--- src/rtl/decode_pkg.sv ---
// Shared definitions for the registered MIPS decode stage: opcodes, the
// decoded-instruction bundle, and the field decoder / immediate extender.
package decode_pkg;

  localparam logic [5:0] OP_RTYPE = 6'b000000;
  localparam logic [5:0] OP_ADDI  = 6'b001000;
  localparam logic [5:0] OP_ANDI  = 6'b001100;
  localparam logic [5:0] OP_ORI   = 6'b001101;
  localparam logic [5:0] OP_LW    = 6'b100011;
  localparam logic [5:0] OP_SW    = 6'b101011;
  localparam logic [5:0] OP_BEQ   = 6'b000100;
  localparam logic [5:0] OP_BNE   = 6'b000101;

  // Widest immediate the extender produces; DATA_W must lie in 16..IMM_MAX_W.
  localparam int IMM_MAX_W = 64;

  typedef struct packed {
    logic [5:0]  opcode;
    logic [4:0]  rs;
    logic [4:0]  rt;
    logic [4:0]  dest;
    logic [15:0] imm16;
    logic        reg_write;
    logic        is_load;
    logic        is_store;
    logic        is_alu;
    logic        is_imm;
    logic        is_branch;
    logic        illegal;
  } decoded_t;

  function automatic logic [IMM_MAX_W-1:0] ext_imm(input logic [15:0] imm16,
                                                   input logic        zero_ext);
    ext_imm = {{(IMM_MAX_W-16){imm16[15] & ~zero_ext}}, imm16};
  endfunction

  function automatic decoded_t decode_instr(input logic [31:0] instr);
    decoded_t d;
    d        = '0;
    d.opcode = instr[31:26];
    d.rs     = instr[25:21];
    d.rt     = instr[20:16];
    d.imm16  = instr[15:0];
    case (d.opcode)
      OP_RTYPE: begin
        d.is_alu = 1'b1;
        d.dest   = instr[15:11];
      end
      OP_ADDI, OP_ANDI, OP_ORI: begin
        d.is_alu = 1'b1;
        d.is_imm = 1'b1;
        d.dest   = d.rt;
      end
      OP_LW: begin
        d.is_load = 1'b1;
        d.dest    = d.rt;
      end
      OP_SW:          d.is_store  = 1'b1;
      OP_BEQ, OP_BNE: d.is_branch = 1'b1;
      default:        d.illegal   = 1'b1;
    endcase
    // Writing r0 is architecturally a no-op, so it never counts as a write.
    d.reg_write = (d.dest != 5'd0);
    return d;
  endfunction

endpackage

--- src/rtl/decode_stage_load_scoreboard.sv ---
// Shadow scoreboard of recently issued loads: a shift register of
// {valid, reg} entries plus a hit check for two source registers.
module load_scoreboard #(
  parameter int LOAD_SHADOW = 1
) (
  input  logic       clk,
  input  logic       rst_n,
  input  logic       flush,
  input  logic       load_valid,
  input  logic [4:0] load_reg,
  input  logic [4:0] src_a,
  input  logic [4:0] src_b,
  output logic       hit
);

  logic [LOAD_SHADOW-1:0]      ent_valid;
  logic [LOAD_SHADOW-1:0][4:0] ent_reg;

  // Shifts every cycle, independent of stalls, so a load's shadow is time-based.
  always_ff @(posedge clk or negedge rst_n) begin
    if (!rst_n) begin
      ent_valid <= '0;
      ent_reg   <= '0;
    end else if (flush) begin
      ent_valid <= '0;
    end else begin
      ent_valid[0] <= load_valid;
      ent_reg[0]   <= load_reg;
      for (int i = 1; i < LOAD_SHADOW; i++) begin
        ent_valid[i] <= ent_valid[i-1];
        ent_reg[i]   <= ent_reg[i-1];
      end
    end
  end

  always_comb begin
    hit = 1'b0;
    for (int i = 0; i < LOAD_SHADOW; i++) begin
      if (ent_valid[i] &&
          ((src_a != 5'd0 && src_a == ent_reg[i]) ||
           (src_b != 5'd0 && src_b == ent_reg[i])))
        hit = 1'b1;
    end
  end

endmodule

--- src/rtl/decode_stage.sv ---
// Registered MIPS decode stage between fetch and execute: decodes one
// instruction per cycle into a one-entry output register and stalls load-use.
module decode_stage
  import decode_pkg::*;
#(
  parameter int DATA_W      = 32,
  parameter int LOAD_SHADOW = 1,
  parameter bit HAZARD_EN   = 1'b1
) (
  input  logic              clk,
  input  logic              rst_n,
  input  logic              flush,
  input  logic              in_valid,
  output logic              in_ready,
  input  logic [31:0]       in_instr,
  output logic              out_valid,
  input  logic              out_ready,
  output logic [5:0]        out_opcode,
  output logic [4:0]        out_rs,
  output logic [4:0]        out_rt,
  output logic [4:0]        out_dest,
  output logic [DATA_W-1:0] out_imm_ext,
  output logic              out_reg_write,
  output logic              out_is_load,
  output logic              out_is_store,
  output logic              out_is_alu,
  output logic              out_is_imm,
  output logic              out_is_branch,
  output logic              out_illegal
);

  // Handshake: a transfer happens on a clock edge where valid && ready.
  // in_valid/in_instr and out_* must stay stable while valid && !ready;
  // ready may depend combinationally on the data it qualifies (hazard).

  decoded_t   in_dec;
  decoded_t   out_q;
  logic       out_valid_q;
  logic [4:0] src_a;
  logic [4:0] src_b;
  logic       sb_hit;
  logic       held_hit;
  logic       hazard;
  logic       accept;
  logic       issue;

  always_comb in_dec = decode_instr(in_instr);

  // Illegal instructions read nothing, so they never stall on their own fields.
  always_comb begin
    src_a = 5'd0;
    src_b = 5'd0;
    if (!in_dec.illegal) src_a = in_dec.rs;
    if (in_dec.opcode == OP_RTYPE || in_dec.is_store || in_dec.is_branch)
      src_b = in_dec.rt;
  end

  always_comb begin
    held_hit = out_valid_q && out_q.is_load && out_q.reg_write &&
               ((src_a != 5'd0 && src_a == out_q.dest) ||
                (src_b != 5'd0 && src_b == out_q.dest));
    hazard   = HAZARD_EN && (sb_hit || held_hit);
    in_ready = !flush && (!out_valid_q || out_ready) && !hazard;
    accept   = in_valid && in_ready;
    issue    = out_valid_q && out_ready;
  end

  load_scoreboard #(.LOAD_SHADOW(LOAD_SHADOW)) u_scoreboard (
    .clk        (clk),
    .rst_n      (rst_n),
    .flush      (flush),
    .load_valid (issue && out_q.is_load && out_q.reg_write && !flush),
    .load_reg   (out_q.dest),
    .src_a      (src_a),
    .src_b      (src_b),
    .hit        (sb_hit)
  );

  always_ff @(posedge clk or negedge rst_n) begin
    if (!rst_n) begin
      out_valid_q <= 1'b0;
      out_q       <= '0;
    end else if (flush) begin
      out_valid_q <= 1'b0;
    end else if (accept) begin
      out_valid_q <= 1'b1;
      out_q       <= in_dec;
    end else if (out_ready) begin
      out_valid_q <= 1'b0;
    end
  end

  always_comb begin
    out_valid     = out_valid_q;
    out_opcode    = out_q.opcode;
    out_rs        = out_q.rs;
    out_rt        = out_q.rt;
    out_dest      = out_q.dest;
    out_imm_ext   = DATA_W'(ext_imm(out_q.imm16,
                                    out_q.opcode == OP_ANDI || out_q.opcode == OP_ORI));
    out_reg_write = out_q.reg_write;
    out_is_load   = out_q.is_load;
    out_is_store  = out_q.is_store;
    out_is_alu    = out_q.is_alu;
    out_is_imm    = out_q.is_imm;
    out_is_branch = out_q.is_branch;
    out_illegal   = out_q.illegal;
  end

endmodule

--- config.mk ---
export PLATFORM = sky130hd
export DESIGN_NAME = decode_stage
export DESIGN_NICKNAME = d
export VERILOG_FILES = /design/src/rtl/decode_pkg.sv /design/src/rtl/decode_stage_load_scoreboard.sv /design/src/rtl/decode_stage.sv
export SDC_FILE = /design/constraint.sdc
export NUM_CORES = 1
export LEC_CHECK = 0
export ABC_AREA = 1
export ABC_CLOCK_PERIOD_IN_PS = 3050
export CORE_ASPECT_RATIO = 0.8
export CORE_UTILIZATION = 46
export DETAILED_ROUTE_END_ITERATION = 7
export PLACE_DENSITY = 0.8
export SLEW_MARGIN = 10
export SYNTH_ARGS = -nofsm -noshare
export SYNTH_HDL_FRONTEND = slang
export SYNTH_SLANG_ARGS = --single-unit
--- constraint.sdc ---
create_clock -name clk -period 3.05 [get_ports clk]
set_clock_uncertainty 0.2 [all_clocks]
set_input_delay 0.61 -clock clk [delete_from_list [all_inputs] [get_ports clk]]
set_output_delay 0.61 -clock clk [all_outputs]
set_load 0.005 [all_outputs]
==> summary.txt <==
Synthesis
  • Synth unique cells: 26
  • Sequential share of the synthesized area: 42.59%
  • Cell count after synthesis: between 300 and 400
  • Avg Cell Area, Syn: roughly 7.7 um2
  • Synth cell count leaders: nand2_1 (140), dfrtp_1 (51), nand4_1 (47)
  • Synthesis warning total: 0
  • Top_reg_cell synth: dfrtp_1
  • Ranking of synthesized cells by area: dfrtp_1 (43%), nand2_1 (18%), nand4_1 (9.8%)
  • Largest area contributor in the netlist: dfrtp_1
  • Post-synth EDFFs: 0
  • Area fraction of the dominant cell type after synthesis: 42.59%
  • Async set-or-reset flop fraction in the synthesized netlist: 100.0%
  • Post-synth design cell area: between 2000 and 3000 um2
  • Syn Nets: between 400 and 500
  • #FFs+latches synth: 51
  • Count leader, synth: nand2_1

Floorplan
  • Die Wd: 92.24 um
  • Die area: 6843 um2
  • Row cnt: 25
  • Starting density of the core: 49.13%
  • I/O Pins: 99
  • Core footprint: 6100 um2
  • Die height: 74.19 um

Final layout
  • Nets: 543
  • Layout cells sized above 1: around a quarter
  • Reg area: 1276 um2
  • P&R area growth vs syn: 55.57%
  • Fillers: 449
  • Multi-input gate area: 1549 um2
  • Finished Layout Cells: 588
  • Antenna cell count: 0
  • Largest register FFs: 16

Setup path
  • Worst Path Arrival: 2200 ps
  • R2R setup slack: between 600 and 700 ps
  • FF-to-FF End: out_opcode[0]
  • FF-to-FF path depth: 12
  • Worst Setup Start Kind: input port
  • Crit Path Max Fanout: 8
  • Worst setup EP type: primary output
  • Worst path required time: 2240 ps
  • Crit path kind: input port to primary output
  • FF-to-FF Start: out_dest[3]

Global routing
  • Vias in the first global route: 2853
  • Pin count of the biggest net entering global routing: between 50 and 60
  • First-pass GRT wire length: between 10 and 15 mm
  • Antenna violations before repair: 0
  • GRT Util Overall: 27.43%
  • GRT overflow: 0

CTS
  • H-tree level count: 2
  • Reg clk slew, reported paths: 90 ps
  • Root buffer selected by CTS: clkbuf_8
  • Clk buf depth: 2
  • CTS tree: done
  • Later-pin clock latency in the skew report: 300 ps
  • CTS buffer count: 5
  • Sink Count: 51

Power
  • Pwr Total: around 1.8 mW
  • Flop pwr share: 44.6%
  • Net Sw Frac: 30.74%
  • Clk pwr share: 21.6%
  • Combinational Power Share: 33.8%
  • VDD IR-drop max: slightly above 0.2 mV
  • Int Pwr: 1.263 mW
  • Pwr per Cell Area: 391.1 nW/um2
  • Net Switching: 560.4 uW
  • Leakage: 2.301 nW

STA
  • Fmax: 332.1 MHz
  • Endpoints failing hold: 0
  • Final Setup Violations: 0
  • Total Neg Setup Slack: 0 ps
  • Slew headroom: about two thirds
  • Slew @ Worst Pin: 478.4 ps
  • Worst hold margin: about 68 ps
  • Crit path time final: between 3000 and 4000 ps
  • Slew Limit Fails: 0
  • Period utilization: 98.73%

Route
  • Remaining DRCs: 0
  • Final wirelength: 10.07 mm
  • WL/cell: 17.13 um
  • Detailed Routing Iterations Pass 1: 4
  • Antenna-violating nets left: 0
  • Initial DRC Count: 263
  • Routed vias: 3200
  • Vias/cell: 5.442

Placed design
  • Hpwl dp: 6.256 mm
  • DP Cell Count: 560
  • Routability congestion estimate: just under 0.9
  • IO buf count: just under 100

Status
  • Status: finished clean

Hold path
  • HP Class: input port to asynchronous set/reset pin

Job
  • Max cap viols: 0
==> power by group through the flow <==
stage / registers, mW / logic (mW) / clock network, mW
floorplan: 0.818 / 0.229 / 0
global placement: 0.814 / 0.536 / 0
detailed placement: 0.817 / 0.547 / 0
CTS: 0.804 / 0.562 / 0.394
global route: 0.821 / 0.666 / 0.422
finish: 0.812 / 0.617 / 0.394
==> stage by stage <==
step	utilization, %	worst slack [ps]	area [um2]
floorplan	-	250.3	2997
global placement	66.87	-691.9	4079
detailed placement	66.87	-692.9	4079
CTS	70.54	20.23	4303
global route	76.43	-2.115	4662
finish	76.43	38.72	4662
==> metal layers <==
layer	wire length [um]	track usage (%)
met1	4401	39.01
met2	4767	44.20
met3	791	4.806
met4	110	6.771
met5	0	0
==> worst max-delay path by stage <==
stage / cells past startpoint / from / end
after floorplan: 13 / in_instr[30] / in_ready
after global placement: 15 / in_instr[27] / in_ready
after detailed placement: 15 / in_instr[27] / in_ready
after CTS: 16 / in_instr[29] / in_ready
after global routing: 19 / in_instr[30] / out_imm_ext[3]
final: 15 / in_instr[28] / in_ready
==> final cells by class <==
class                           count  share of cell area (%)
Clock inverter                      2                  0.2684
Timing Repair Buffer              146                   32.37
Clock buffer                        6                   1.557
Multi-Input combinational cell    267                   33.23
Inverter                           35                   3.033
Sequential cell                    51                   27.38
Tap cell                           81                   2.174
==> timing repair <==
item,in CTS,in global routing
buffers inserted,12,2
pin swaps,10,24
hold buffers,0,0
gates cloned,1,6
setup endpoints to repair,46,46
resized for setup,48,70
==> worst max-delay path, stage by stage <==
cell and delay, ps:
buf_4 130, nor2_4 70, o21ai_2 200, nand3_4 150
buf_12 170, buf_8 130, nand3_1 70, nand2_1 70
inv_2 50, nand3_2 70, o21ai_2 160, nand2_2 90
nand2_2 70, nor2_1 30, buf_2 120
==> placed cells by master, fill, tap and decap left out, drive strengths merged <==
cell type        n
clkdlybuf4s50   90
o21ai           11
nor2            14
a22oi            3
o21a             1
clkinvlp         1
nor3             1
clkbuf           9
o31ai            2
a21oi            2
inv             35
clkinv           1
dfrtp           51
nand2          151
a22o             2
nand3           27
buf             53
xor2             5
nand4           48
==> logic make-up after synthesis <==
family | Yosys count | synth area share (%)
flops | 51 | 42.59
simple gates | 241 | 37.62
xor+xnor | 5 | 1.461
compound gates | 21 | 5.010
buf+inv | 70 | 13.32
No activity file was read; power rests on OpenSTA's default activity.
